==> src/rtl/bcd_mod100_seq_ctrl.sv <==
// Run-control sequencer for a two-decade (tens/units) BCD up-counter.
// Accepts clear/load/stop/start commands, steps the decade chain once per
// clock while running, and flags terminal wrap, completion and rejected loads.
module bcd_mod100_seq_ctrl #(
  parameter logic [3:0] MAX_TENS    = 4'd9,
  parameter logic [3:0] MAX_UNITS   = 4'd9,
  parameter bit         AUTO_RELOAD = 1'b1
) (
  input  logic       clk,
  input  logic       rst,
  input  logic       start,
  input  logic       stop,
  input  logic       clr,
  input  logic       load,
  input  logic [7:0] load_val,
  output logic [3:0] units,
  output logic [3:0] tens,
  output logic       tc,
  output logic       done,
  output logic       busy,
  output logic       load_err
);

  localparam int unsigned DIGIT_W = 4;
  localparam int unsigned COUNT_W = 2 * DIGIT_W;
  localparam logic [DIGIT_W-1:0] DIGIT_MAX = DIGIT_W'(9);
  localparam logic [COUNT_W-1:0] TERMINAL  = {MAX_TENS, MAX_UNITS};

  typedef enum logic [1:0] {
    IDLE  = 2'd0,
    RUN   = 2'd1,
    PAUSE = 2'd2,
    DONE  = 2'd3
  } state_t;

  state_t             state;
  state_t             state_nxt;
  logic [DIGIT_W-1:0] units_nxt;
  logic [DIGIT_W-1:0] tens_nxt;
  logic               tc_nxt;
  logic               done_nxt;
  logic               busy_nxt;
  logic               load_err_nxt;

  logic               at_terminal;
  logic               load_ok;
  logic               load_window;

  // Count sits on the programmed terminal value
  assign at_terminal = ({tens, units} == TERMINAL);

  // Load value must be legal BCD and not beyond the terminal count
  assign load_ok = (load_val[7:4] <= DIGIT_MAX) &&
                   (load_val[3:0] <= DIGIT_MAX) &&
                   (load_val <= TERMINAL);

  // Loads only act while the counter is parked
  assign load_window = (state == IDLE) || (state == PAUSE);

  // State, count and flag registers; every output comes straight from a flop
  always_ff @(posedge clk or posedge rst) begin
    if (rst) begin
      state    <= IDLE;
      units    <= '0;
      tens     <= '0;
      tc       <= 1'b0;
      done     <= 1'b0;
      busy     <= 1'b0;
      load_err <= 1'b0;
    end else begin
      state    <= state_nxt;
      units    <= units_nxt;
      tens     <= tens_nxt;
      tc       <= tc_nxt;
      done     <= done_nxt;
      busy     <= busy_nxt;
      load_err <= load_err_nxt;
    end
  end

  // Command decode (clr > load > stop > start), BCD increment and terminal handling
  always_comb begin
    state_nxt    = state;
    units_nxt    = units;
    tens_nxt     = tens;
    tc_nxt       = 1'b0;
    load_err_nxt = 1'b0;

    if (clr) begin
      state_nxt = IDLE;
      units_nxt = '0;
      tens_nxt  = '0;
    end else if (load && load_window) begin
      if (load_ok) begin
        tens_nxt  = load_val[7:4];
        units_nxt = load_val[3:0];
      end else begin
        load_err_nxt = 1'b1;
      end
    end else begin
      case (state)
        IDLE, PAUSE: begin
          if (start && !stop) begin
            state_nxt = RUN;
          end
        end
        DONE: begin
          if (start && !stop) begin
            state_nxt = RUN;
            units_nxt = '0;
            tens_nxt  = '0;
          end
        end
        RUN: begin
          if (stop) begin
            state_nxt = PAUSE;
          end else if (at_terminal) begin
            if (AUTO_RELOAD) begin
              units_nxt = '0;
              tens_nxt  = '0;
              tc_nxt    = 1'b1;
            end else begin
              state_nxt = DONE;
            end
          end else if (units == DIGIT_MAX) begin
            units_nxt = '0;
            tens_nxt  = (tens == DIGIT_MAX) ? '0 : tens + DIGIT_W'(1);
          end else begin
            units_nxt = units + DIGIT_W'(1);
          end
        end
        default: begin
          state_nxt = IDLE;
        end
      endcase
    end

    busy_nxt = (state_nxt == RUN);
    done_nxt = (state_nxt == DONE);
  end

endmodule

==> config.mk <==
export PLATFORM = sky130hd
export DESIGN_NAME = bcd_mod100_seq_ctrl
export DESIGN_NICKNAME = d
export VERILOG_FILES = /design/src/rtl/bcd_mod100_seq_ctrl.sv
export SDC_FILE = /design/constraint.sdc
export NUM_CORES = 1
export LEC_CHECK = 0
export CAP_MARGIN = 20
export CORE_MARGIN = 5
export CORE_UTILIZATION = 41
export DETAILED_ROUTE_END_ITERATION = 7
export PLACE_DENSITY = 0.84
export SKIP_LAST_GASP = 1
export SYNTH_ARGS = -nofsm -noshare
export SYNTH_HDL_FRONTEND = slang
export SYNTH_SLANG_ARGS = --single-unit
==> constraint.sdc <==
create_clock -name clk -period 1.9 [get_ports clk]
set_clock_uncertainty 0.2 [all_clocks]
set_input_delay 0.57 -clock clk [delete_from_list [all_inputs] [get_ports clk]]
set_output_delay 0.57 -clock clk [all_outputs]
set_load 0.01 [all_outputs]
# After elaboration in Yosys (flattened, before gate mapping)
# Index checks and enable logic that the tools add are counted.
[word_totals]
register_bits = 14
wordCells = 64
[classes]
n_addsub = 2
magnitude_cmp = 3
n_eq_ne = 12
muxes = 29
n_reduce_logical = 11
[ops]
columns = ["op", "n"]
rows = [
  ["$mux 4", 14],
  ["$pmux 4 s2", 2],
  ["$add 4x1->4 const B", 2],
  ["$eq 4x4->1 const B", 2],
  ["$eq 8x8->1 const B", 1],
  ["$le 4x4->1 const B", 2],
  ["$le 8x8->1 const B", 1],
  ["$mux 1", 8],
  ["$mux 2", 4],
  ["$ne 4x4->1 const B", 2],
  ["$eq 2x2->1 const B", 3],
  ["$ne 5x5->1 const B", 1],
  ["$reduce_and 5->1", 1],
  ["$eq 2x1->1 const B", 2],
  ["$logic_and 1x1->1", 4],
  ["$pmux 2 s2", 1],
  ["$reduce_and 4->1", 1],
  ["$reduce_bool 4->1", 1],
  ["$ne 3x3->1 const B", 1],
  ["$reduce_or 3->1", 1],
  ["$logic_not 2->1", 1],
  ["$logic_not 1->1", 1],
  ["$logic_or 1x1->1", 1],
]

# Longest topological paths before layout
[depth]
ltp_word = 8
mapped_depth = 8
depth_no_buf = 7

# Worst setup path after synthesis
# Ideal clock, no wire load.
[synth_timing]
path_type = "input port to flip-flop"
startpoint = "in clr"
endpoint = "reg tens[1]"
setup_ns = 0.124
t_arrival_ns = 1.643
required_time_ns = 1.576
slack_ns = -0.067
cell_stages = 7
cell_sequence = "buf_6 > nor3b_4 > a21boi_2 > or3b_1 > buf_6 > a211oi_2 > a21oi_2"
[synth_via]
elab_chain_len = 2
elab_cells_between_ends = 7
[synth_rtl]
columns = ["element", "line", "rtl"]
rows = [
  ["from (decl)", "13", "input logic clr,"],
  ["$ne 5x5->1 (no line), or another cell as far along", "--", ""],
  ["$reduce_and 5->1 (no line)", "--", ""],
  ["to (signal assigned)", "73", "tens <= tens_nxt;"],
  ["to (decl)", "17", "output logic [3:0] tens,"],
]
# Several ways; a longest one is shown, not always the timed one.
# A chain may end at the register's enable or synchronous reset.

# Final worst setup path
[layout_timing]
startpoint = "in load"
endpoint = "reg tens[1]"
[layout_via]
elab_chain_len = 3
elab_cells_between_ends = 9
[layout_rtl]
columns = ["element", "line", "rtl"]
rows = [
  ["from (decl)", "14", "input logic load,"],
  ["$logic_and 1x1->1 *", "93", "end else if (load && load_window) begin"],
  ["$ne 5x5->1 (no line), or another cell as far along", "--", ""],
  ["$reduce_and 5->1 (no line) / $mux 4 (equally long branches)", "--", ""],
]
# Every way passes the cells marked *; elsewhere a longest branch is shown, timed or not.

==> summary.log <==
qor: cells_and_area.final_core_util 69.4%
qor: sta.hold_ws 323 ps
qor: sta.slew-limit-headroom 82.6%
qor: pwr.power.combinational.fraction 30.7%
qor: clocking.cts_made_buffers 3
qor: synth.yosys-top-cells-area dfrtp_1, ha_1, a21oi_1
qor: synth.postSynth.asyncResetShare 100%
qor: placement.detailedPlacementHpwl 1700 um
qor: placement.detailedPlace.worstSlack -602 ps
qor: sta.setup_slack_after_layout 2.28 ps
qor: min_path.hold_path.class primary input to asynchronous set/reset pin
qor: floorplan.die-width 55.2 um
qor: floorplan.core.rowCount 16
qor: pwr.netSwitchingFraction 28.4%
qor: cells_and_area.final_net_count 160
qor: pwr.p_clk_share 26.9%
qor: clocking.clkLatencyLatePin 280 ps
qor: sta.worst_pin_slew 261 ps
qor: synth.synth_seq_cells 14
qor: pwr.leakage_power_of_the_design 0.678 nW
qor: pwr.power_report.internal_total 0.565 mW
qor: cells_and_area.layout.area.seq 350 um2
qor: cells_and_area.stdcell_area 1360 um2
qor: setup_path.crit_path_max_incr_delay 440 ps
qor: setup_path.critical_path.cell_chain dlygate4sd2_1, nor3b_4, a21boi_2, or3b_4, a211oi_2, a21oi_2
qor: clocking.cts.reportedPaths.clkPinSlew 80 ps
qor: clocking.h-tree-depth 1
qor: placement.routabilityCongestion 0.885
qor: grt.grtUsageTotal 16.2%
qor: cells_and_area.antenna-diode-count 0
qor: sta.timing.final.crit_period 1900 ps
qor: synth.synthDistinctLibCells 30
qor: route.detail_route.first_pass.iterations 4
qor: synth.synth.cells.most_frequent dfrtp_1, a21oi_1, o21ai_0, nor2_1
qor: placement.dpl_cell_area 1250 um2
qor: pwr.pwr-share-seq 42.4%
qor: floorplan.die_area 3050 um2
qor: floorplan.die_height 55.2 um
qor: floorplan.top_level_ports 26
qor: route.drcViolationCount 0
qor: grt.global_route.overflow_total 0
qor: cells_and_area.multiInputGateArea 479 um2
qor: sta.timing.fmax 527 MHz
qor: synth.synthesized_nets 108
qor: placement.placement.io_buffers 25
qor: pwr.power.ir.vdd_worst 471 uV
qor: sta.final-hold-violation-count 0
qor: cells_and_area.layout-drive-gt1-share 34.8%
qor: grt.first_global_vias 827
qor: clocking.cts_tree done
qor: route.final_antenna_net_count 0
qor: grt.grt_pass1_wl 3480 um
qor: run.max-cap-violations 0
qor: route.dr.first_iter.drc_count 18
qor: synth.post-synth-top-count-cell dfrtp_1
qor: synth.yosysWarnings 0
qor: floorplan.coreArea 1960 um2
qor: route.via_count 875
qor: synth.synth_top_area_share 41.9%
qor: setup_path.worstSetupStartpointType primary input
qor: sta.final_count_of_pins_violating_max_slew 0
qor: clocking.clockBufferDepth 2
qor: synth.post-synth-top-area-cell dfrtp_1
qor: grt.grt_antenna_before_repair 0
qor: setup_path.timing.critical_path.arrival 1870 ps
qor: synth.mappedNetlistArea 837 um2
qor: setup_path.kind_of_end_point_of_the_critical_path register
qor: synth.synth-edff-count 0
qor: route.viasPerCell 5.21
qor: synth.syn-mean-instance-area 9.30 um2
qor: floorplan.effective_utilization_at_floorplan 42.7%
qor: cells_and_area.area_growth_syn_to_layout 62.6%
qor: route.drt-total-wl 2320 um
qor: pwr.pwr_density_cell 580 nW/um2
qor: cells_and_area.fill_cells 168
qor: pwr.power.total 0.789 mW
qor: setup_path.critPathTopFamily simple AND/OR/NAND/NOR gates
qor: setup_path.path_max_fanout 8
qor: sta.period_share 99.9%
qor: synth.yosysSeqAreaShare 41.9%
qor: synth.synth_top_flop_cell dfrtp_1
qor: sta.grt_setup_unrepaired yes
qor: clocking.clk_root_buffer_cell clkbuf_4
qor: synth.syn-instance-count 90
qor: setup_path.worstSetupPathType primary input to register
qor: pwr.total_switching_power 0.224 mW
qor: run_status.run_status complete, no violations
qor: clocking.clock-sinks 14
qor: setup_path.number_of_buffers_and_inverters_on_the_critical_path 1
qor: setup_path.crit_required 1870 ps
qor: grt.grt_max_degree 11
qor: route.routedWlPerCell 13.8 um
qor: setup_path.cp_slowest_cell or3b_4
qor: sta.finalSetupViolations 0
==> layer usage <==
metal | global-route usage, % | vias to the layer above | wire length (um)
li1 | - | 422 | -
met1 | 20.2 | 419 | 1020
met2 | 27.0 | 30 | 1150
met3 | 2.14 | 4 | 111
met4 | 8.91 | 0 | 38
met5 | 0 | - | 0
==> state kept, by name, summed over array words and instances, names as in the netlist <==
signal    count
load_err      1
units         4
tc            1
tens          4
busy          1
done          1
state         2
==> cells by family (layout without fill, tap and decap cells) <==
logic type / Yosys count / count (layout) / share of synthesized area [%]
AOI/OAI and AO/OA: 30 / 30 / 21.8
adders and majority gates: 4 / 4 / 5.98
buffers and inverters: 10 / 61 / 7.62
DFF: 14 / 14 / 41.9
and+or+nand+nor: 32 / 32 / 22.7
==> final timing paths <==
| kind | from | end | slack [ps] | cells past startpoint |
|---|---|---|---|---|
| min in group clk | tens[3]$_DFFE_PP0P_ | tens[3]$_DFFE_PP0P_ | 390 | 2 |
| max | load | tens[1]$_DFFE_PP0P_ | 2 | 6 |
| max in group asynchronous | rst | load_err$_DFF_PP0_ | 850 | 3 |
| min | rst | tc$_DFF_PP0_ | 320 | 2 |
| max reg2reg | units[1]$_DFFE_PP0P_ | tens[1]$_DFFE_PP0P_ | 20 | 7 |
| min reg2reg | tens[3]$_DFFE_PP0P_ | tens[3]$_DFFE_PP0P_ | 390 | 2 |
==> placed cells by master (no fill, tap or decap), drive strengths merged, types with 2 or more instances in the layout <==
| cell | n |
|---|---|
| buf | 26 |
| dlygate4sd2 | 19 |
| dfrtp | 14 |
| o21ai | 14 |
| a21oi | 9 |
| nor2 | 7 |
| nand2 | 6 |
| inv | 6 |
| nor3b | 4 |
| ha | 4 |
| clkbuf | 4 |
| nand3 | 3 |
| clkdlybuf4s50 | 3 |
| a211oi | 3 |
| nand3b | 2 |
| nor3 | 2 |
| dlymetal6s2s | 2 |
| nand2b | 2 |
==> power by group through the flow <==
stage	combinational [mW]	sequential, mW	clock, mW
after floorplan	0.0840	0.353	0
after global placement	0.212	0.341	0
after detailed placement	0.218	0.342	0
after CTS	0.222	0.332	0.214
after global routing	0.264	0.337	0.226
final	0.243	0.335	0.212
==> area by class of cell <==
class                           count  area share, %
Sequential cell                    14           25.7
Inverter                            6           1.65
Tap cell                           27           2.48
Multi-Input combinational cell     66           35.2
Timing Repair Buffer               51           32.3
Clock buffer                        4           2.67
==> through the flow <==
stage | setup TNS (ps) | std cells
final | 0 | 168
after global routing | -79.9 | 168
after CTS | -8.03 | 166
after detailed placement | -4680 | 159
after global placement | -4240 | 159
after floorplan | 0 | 90
==> repair_timing <==
action,CTS,global route
endpoints found under the hold margin,0,0
setup buffers,3,2
gates resized for setup,28,11
endpoints found under the setup margin,20,8
pin swaps,4,6
hold buffers,0,0
Power figures use the tool's default switching activity.
